### src/rtl/bids22_bidder.sv
// Proxy bidder for one bids22 auction port: keeps one step above the leading
// bid up to min(cap, balance) and reports the round outcome to the host.
module bids22_bidder #(
  parameter int TIMEOUT  = 8,
  parameter int MAX_BIDS = 255
) (
  input  logic        clk,
  input  logic        reset,
  input  logic        en,
  input  logic [15:0] cap,
  input  logic [15:0] step,
  input  logic        retract_req,
  output logic        bid,
  output logic [15:0] bidAmt,
  output logic        retract,
  input  logic        ack,
  input  logic [1:0]  err,
  input  logic        win,
  input  logic        ready,
  input  logic        roundOver,
  input  logic [31:0] balance,
  input  logic [31:0] maxBid,
  output logic        leading,
  output logic        won,
  output logic        lost,
  output logic        capped,
  output logic        timeout,
  output logic [1:0]  last_err,
  output logic [7:0]  bid_count,
  output logic        busy
);

  localparam int           TW       = $clog2(TIMEOUT + 1);
  localparam logic [TW-1:0] T_LAST   = TW'(TIMEOUT - 1);
  localparam logic [7:0]   MAX_CNT  = 8'(MAX_BIDS);

  typedef enum logic [2:0] {
    IDLE, WATCH, BID, WAIT_RSP, LEAD, RETRACT, DONE
  } state_t;

  state_t        state, state_n;
  logic [TW-1:0] tcnt, tcnt_n;
  logic [15:0]   bid_amt_n;
  logic          won_n, lost_n, capped_n, timeout_n;
  logic [1:0]    last_err_n;
  logic [7:0]    bid_count_n;

  logic [32:0]   target, limit;
  logic          over_limit, round_end;

  // Next bid is one step above the leader; a zero step still has to move the price.
  always_comb begin
    target     = {1'b0, maxBid} + {17'd0, ((step == 16'd0) ? 16'd1 : step)};
    limit      = ({17'd0, cap} < {1'b0, balance}) ? {17'd0, cap} : {1'b0, balance};
    over_limit = (target > limit);
    round_end  = roundOver && (state == WATCH || state == BID ||
                               state == WAIT_RSP || state == LEAD);
  end

  always_comb begin
    state_n     = state;
    tcnt_n      = tcnt;
    bid_amt_n   = bidAmt;
    won_n       = won;
    lost_n      = lost;
    capped_n    = capped;
    timeout_n   = timeout;
    last_err_n  = last_err;
    bid_count_n = bid_count;

    if (state == WATCH) capped_n = over_limit;
    if (state == BID && bid_count < MAX_CNT) bid_count_n = bid_count + 8'd1;

    // Disarm wins over everything except a retract already on the wire.
    if (!en && state != RETRACT) begin
      state_n = IDLE;
    end else if (round_end) begin
      state_n = DONE;
      won_n   = win;
      lost_n  = !win;
    end else begin
      case (state)
        IDLE: begin
          state_n     = WATCH;
          won_n       = 1'b0;
          lost_n      = 1'b0;
          timeout_n   = 1'b0;
          capped_n    = 1'b0;
          last_err_n  = 2'b00;
          bid_count_n = 8'd0;
        end
        WATCH: begin
          if (ready && !over_limit && bid_count < MAX_CNT) begin
            state_n   = BID;
            bid_amt_n = target[15:0];
          end
        end
        BID: begin
          state_n = WAIT_RSP;
          tcnt_n  = '0;
        end
        WAIT_RSP: begin
          if (err != 2'b00) begin
            last_err_n = err;
            if (err == 2'b01) begin
              state_n = DONE;
              lost_n  = 1'b1;
            end else begin
              state_n = WATCH;
            end
          end else if (ack) begin
            state_n = LEAD;
          end else if (tcnt == T_LAST) begin
            state_n   = WATCH;
            timeout_n = 1'b1;
          end else begin
            tcnt_n = tcnt + TW'(1);
          end
        end
        LEAD: begin
          if (maxBid > {16'd0, bidAmt}) state_n = WATCH;
          else if (retract_req)         state_n = RETRACT;
        end
        RETRACT: begin
          state_n = DONE;
          won_n   = 1'b0;
          lost_n  = 1'b0;
        end
        DONE:    state_n = DONE;
        default: state_n = IDLE;
      endcase
    end
  end

  // Strobes and status are decoded from the next state so every output is a flop.
  always_ff @(posedge clk) begin
    if (reset) begin
      state     <= IDLE;
      tcnt      <= '0;
      bid       <= 1'b0;
      bidAmt    <= 16'd0;
      retract   <= 1'b0;
      leading   <= 1'b0;
      won       <= 1'b0;
      lost      <= 1'b0;
      capped    <= 1'b0;
      timeout   <= 1'b0;
      last_err  <= 2'b00;
      bid_count <= 8'd0;
      busy      <= 1'b0;
    end else begin
      state     <= state_n;
      tcnt      <= tcnt_n;
      bid       <= (state_n == BID);
      bidAmt    <= bid_amt_n;
      retract   <= (state_n == RETRACT);
      leading   <= (state_n == LEAD);
      won       <= won_n;
      lost      <= lost_n;
      capped    <= capped_n;
      timeout   <= timeout_n;
      last_err  <= last_err_n;
      bid_count <= bid_count_n;
      busy      <= !(state_n == IDLE || state_n == DONE);
    end
  end

endmodule

### config.mk
export PLATFORM = sky130hd
export DESIGN_NAME = bids22_bidder
export DESIGN_NICKNAME = d
export VERILOG_FILES = /design/src/rtl/bids22_bidder.sv
export SDC_FILE = /design/constraint.sdc
export NUM_CORES = 1
export LEC_CHECK = 0
export BUFFER_PORTS_ARGS = -buffer_cell sky130_fd_sc_hd__buf_4
export CAP_MARGIN = 30
export CORE_MARGIN = 4
export CORE_UTILIZATION = 40
export DETAILED_ROUTE_END_ITERATION = 7
export GPL_ROUTABILITY_DRIVEN = 0
export PLACE_DENSITY = 0.65
export SLEW_MARGIN = 25
export SYNTH_ARGS = -nofsm -noshare
export SYNTH_HDL_FRONTEND = slang
export SYNTH_SLANG_ARGS = --single-unit
### constraint.sdc
create_clock -name clk -period 7.9 [get_ports clk]
set_clock_uncertainty 0.15 [all_clocks]
set_input_delay 1.58 -clock clk [delete_from_list [all_inputs] [get_ports clk]]
set_output_delay 1.58 -clock clk [all_outputs]
set_load 0.05 [all_outputs]
-- Word level (Yosys, flattened, before mapping)
Index checks and enable logic that the tools add are counted.
- input port bits: 106
- output and inout bits: 34
- word-level logic and storage cells: 107
- register bits after elaboration: 41
- muxes and demuxes: 36
- order comparisons: 4
- add/sub/neg operators: 3
- equal/unequal tests: 20
- reduce and logical (&&, ||, !) cells: 29
- bitwise logic cells: 2
- operators with widths (cell ; count):
    $add A32 B16 Y33 ; 1
    $gt A33 B32 Y1 ; 1
    $gt A32 B16 Y1 ; 1
    $lt A16 B32 Y1 ; 1
    $mux W32 ; 1
    $mux W8 ; 4
    $mux W3 ; 9
    $eq A3 B3 Y1 const B ; 6
    $pmux W3 S6 ; 1
    $logic_not A16 Y1 ; 1
    $mux W16 ; 1
    $mux W1 ; 12
    $mux W4 ; 3
    $reduce_and A4 Y1 ; 3
    $reduce_and A6 Y1 ; 2
    $eq A3 B2 Y1 const B ; 3
    $add A8 B1 Y8 const B ; 1
    $lt A8 B8 Y1 const B ; 1
    $pmux W4 S2 ; 1
    $reduce_bool A2 Y1 ; 4
    $logic_not A3 Y1 ; 2
    $ne A2 B2 Y1 const B ; 3
    $ne A3 B2 Y1 const B ; 2
    $logic_and A1 B1 Y1 ; 5
    15 further kinds ; 25

-- Depth between registers and ports, before layout
- depth in word-level cells: 14
- depth in mapped cells: 22
- gate-level depth less buffers: 21

-- Worst setup path before layout
OpenSTA, ideal clock, no wires.
- kind: input to register
- start: input step[8]
- end: register bidAmt[14]
- path slack: 1749 ps
- data required time: 7633 ps
- stages on the path: 21
- buffers on the path: 1
- arrival time: 5884 ps
- setup time: 117 ps
- path through: nor4_1 > a41o_1 > ha_1 > inv_1 > fa_1 > nand2b_1 > a211oi_2 > o211ai_1 > o311ai_4 > nor2b_1 > nand2_1 > xnor2_1 > ha_1 > nand4_1 > nor4_1 > nand3_1 > nor4b_1 > a21oi_1 > nand3_1 > buf_4 > a22o_1
- longest elaborated chain between the ends: 8
- RTL lines (element ; line ; RTL):
    start, declared ; 11 ; input logic [15:0] step,
    $logic_not A16 Y1 ; 53 ; target = {1'b0, maxBid} + {17'd0, ((step == 16'd0) ? 16'd1 : step)};
    $mux W16 (*) ; 53 ;
    $add A32 B16 Y33 (*) ; 53 ;
    $gt A33 B32 Y1 ; 55 ; over_limit = (target > limit);
    $logic_not A1 Y1 ; 93 ; if (ready && !over_limit && bid_count < MAX_CNT) begin
    $logic_and A1 B1 Y1 (2 in series) ; 93 ;
    $reduce_and A4 Y1 (no line) ; n/a ;
    end signal, assigned ; 155 ; bidAmt <= bid_amt_n;
    end, declared ; 14 ; output logic [15:0] bidAmt,
Every way passes the cells marked *; elsewhere a longest branch is shown, timed or not.
A chain may end at the register's enable or synchronous reset.

-- Worst setup path in the final report
- start: input step[13]
- end: register leading
- longest elaborated chain between the ends: 12
- RTL lines (element ; line ; RTL):
    $logic_not A16 Y1 ; 53 ;
    $mux W16 (*) ; 53 ;
    $add A32 B16 Y33 (*) ; 53 ;
    $gt A33 B32 Y1 (*) ; 55 ;
    $logic_not A1 Y1 (*) ; 93 ;
    $logic_and A1 B1 Y1 (*) (2 in series) ; 93 ;
    $mux W3 (*) ; 93 ;
    $pmux W3 S6 (*) ; 82 ; case (state)
    $mux W3 (*) ; 77 ; end else if (round_end) begin
    $mux W3 (*) ; 75 ; if (!en && state != RETRACT) begin
    $eq A3 B3 Y1 (*) ; 157 ; leading <= (state_n == LEAD);
    end signal, assigned ; 157 ;
    end, declared ; 23 ; output logic leading,
Marks and branches as above.

==> summary.txt <==
Floorplanning
  • Core Area: 11500 um2
  • Chip Height: 116 um
  • Chip width: 116 um
  • Cell Rows: 39
  • Boundary Pins: 140
  • Starting Density: 0.410
  • Die area: 13600 um2

STA
  • Final Setup Violations: 0
  • Final worst slack: 1.19 ns
  • Hold Violations, Final: 0
  • Max-slew violations: 0
  • Least-Margin Pin Slew: 0.847 ns
  • Setup TNS: 0 ns
  • RSZ-0062 raised after global routing: no
  • Worst slew margin: 0.428
  • Final min period: 6.71 ns
  • Max Freq: 149 MHz
  • Final Cycle Share: 0.850

Detailed routing
  • DRC viols: 0
  • Routed wire per std cell: 15.3 um
  • Drt via density: 5.52
  • Starting DRT DRC Count: 318
  • Met2 wire length: 6730 um
  • Drt pass-1 iters: 7
  • Highest routed layer: met4
  • M1 WL: 6020 um
  • Antenna viol nets, final: 0
  • DR vias: 5003
  • Post-Route WL: 13800 um
  • Met3 wire len: 861 um

Critical path
  • Family with the most delay on the worst path: simple AND/OR/NAND/NOR gates
  • CP Class: in2reg
  • CP arrival: 6.75 ns
  • FF-to-FF path depth: 9
  • CP Capture Type: flop
  • CP startpoint kind: input port
  • Worst path max stage delay: 0.57 ns
  • R2R Setup Slk: 4.64 ns
  • Reg2reg start: bidAmt[14]
  • Cells along the critical path: buf_4 > nor4_1 > a41o_1 > ha_1 > inv_1 > fa_1 > nand2b_1 > a211oi_2 > o211ai_1 > o311ai_4 > nor2b_1 > nand2_1 > xnor2_1 > ha_1 > nand4_1 > nor4_1 > nor2_1 > a31oi_1 > a21oi_1 > and3_1 > or4_4 > and3_1
  • CP required: 7.93 ns
  • R2r endpoint: busy
  • Maximum fanout along the worst path: 5
  • Slowest CP cell: or4_4
  • WP buf/inv: 2
  • Crit path depth: 22

Run status
  • Run status: completed

GRT
  • Antenna violations before repair: 0
  • Largest net degree at the start of global routing: 32
  • Gr ovfl total: 0
  • First-pass GRT wire length: 22600 um
  • GRT Total Usage: 0.204
  • Vias in the first global route: 4890

Place
  • Pre-CTS WS: 0.958 ns
  • PortBufs: 139
  • Detailed Place HPWL: 11700 um

Finish
  • Multi-input gate area: 3660 um2
  • Syn-to-layout area delta: 28.7%
  • Antenna Cells: 0
  • Most common cell after layout, fill and taps aside: buf_4
  • Fill count: 1131
  • Commonest non-fill, non-tap cells in the layout: buf_4 (141), nor2_1 (85), ha_1 (81), a21oi_1 (63), inv_1 (48)
  • Final #Nets: 950
  • Share of cells above drive strength 1: 0.216
  • Register area: 821 um2

Synthesis
  • Yosys top cell area share: 0.216
  • Number of synthesized flops with an enable pin: 0
  • FF+latch count, synth: 41
  • Mapped Cells: 626
  • Synth area leaders: ha_1 (22%), dfxtp_1 (17%), nor2_1 (6.8%)
  • Area leader, netlist: ha_1
  • Predominant post-synthesis flop cell: dfxtp_1
  • Synthesized cell area: 4700 um2
  • Ys Warns: 0
  • Library cells used by synthesis: 66
  • Average cell area after synthesis: 7.51 um2
  • Register area share after synthesis: 0.175
  • Async SR Flop Fraction: 0

Pwr
  • Worst IR Drop VDD: 0.0861 mV
  • Lkg Pwr: 2.88 nW
  • Power Density: 118 nW/um2

Hold path
  • Worst hold path depth: 2
  • Hold Crit Class: reg2reg
  • Worst hold endpoint: tcnt[1]
  • Worst hold start: tcnt[1]

Clocking
  • CTS H-tree lvls: 2
  • Post-cts sizing count: 0
  • Post-CTS Setup Inserts: 0
  • Worst skew pair latency: 0.29 ns
  • Hold buffers post-CTS: 0
  • Clk buf depth: 2
  • Clock buffers created by TritonCTS: 5
  • CTS tree: built
  • CTS root buf: clkbuf_16
  • Clock transition at path regs: 0.06 ns
  • Clock Sinks: 41

Job
  • Max_cap viols: 0
[worst max-delay path by stage]
stage                   from    endpoint  slack [ns]
floorplan            step[8]  bidAmt[14]        1.75
CTS                  step[8]     leading        1.24
detailed placement  step[13]     leading        0.96
global route         step[8]     leading        0.64
finish              step[13]     leading        1.19
global placement     step[8]     leading        0.97
[registers in the layout (all words and copies together) (netlist names)]
name and flops:
bidAmt 16, bid_count 8, won 1, tcnt 4, lost 1, timeout 1, retract 1, capped 1
last_err 2, leading 1, state 3, busy 1, bid 1
[tightest hold or removal path: cells and delay by family (launching register included)]
| family | cells | cell delay, ns |
|---|---|---|
| flip-flops | 1 | 0.33 |
| AND/OR/NAND/NOR | 1 | 0.06 |
| AO/OA/AOI/OAI | 1 | 0.05 |
[cells by family (layout without fill, tap and decap cells)]
kind of cell / count (synthesis) / after routing / share of synthesized area
adders and majority gates: 82 / 82 / 0.220
buffers and inverters: 75 / 197 / 0.0607
and+or+nand+nor: 231 / 231 / 0.247
xor gates and xnor gates: 29 / 29 / 0.0540
other: 1 / 16 / 0.000798
DFF: 41 / 41 / 0.175
AOI/OAI and AO/OA: 150 / 150 / 0.207
muxes: 17 / 17 / 0.0365
[area by class of cell]
cell class | count | share of cell area
flip-flops and latches | 41 | 0.136
repair buffers | 141 | 0.175
inverters | 48 | 0.0298
well taps | 143 | 0.0296
clock inverters | 2 | 0.00228
clock buffers | 6 | 0.0230
multi-input cells | 525 | 0.605
[stage by stage]
step                power (mW)  utilization  cells  hold slack, ns  cell area [um2]
floorplan                0.403            -    641           0.299             4760
detailed placement       0.506        0.514    898           0.325             5900
global route             0.767        0.528    906           0.355             6050
global placement         0.499        0.514    898           0.316             5900
finish                   0.715        0.528    906           0.339             6050
CTS                      0.720        0.528    906           0.334             6050
[synthesized netlist by cell type, types with 3 or more instances]
cell / count
nor2_1: 85
nor3_1: 10
xnor2_1: 22
a21o_1: 8
o211ai_1: 3
inv_1: 48
nand4_1: 18
nand3_1: 17
a21oi_1: 63
clkbuf_1: 26
ha_1: 81
nor4_1: 14
o21ai_0: 23
mux2i_1: 16
and4_1: 4
o21a_1: 8
and3_1: 12
xor2_1: 7
a31oi_1: 5
and2_1: 3
a211oi_1: 8
nor2b_1: 7
or3_1: 6
nand2b_1: 5
nand2_1: 35
o21ai_1: 3
dfxtp_1: 41
[report_power, final]
part	internal, mW	leakage [nW]	switching [mW]
Combinational	0.128	2.47	0.159
Clock	0.126	0.0768	0.0848
Sequential	0.211	0.332	0.00537
[layer usage]
layer  vias to the layer above  global-route usage
li1                       2523                   -
met5                         -                   0
met4                         0              0.0433
met2                       165               0.369
met3                        23              0.0316
met1                      2292               0.256
No activity file was read; power rests on OpenSTA's default activity.
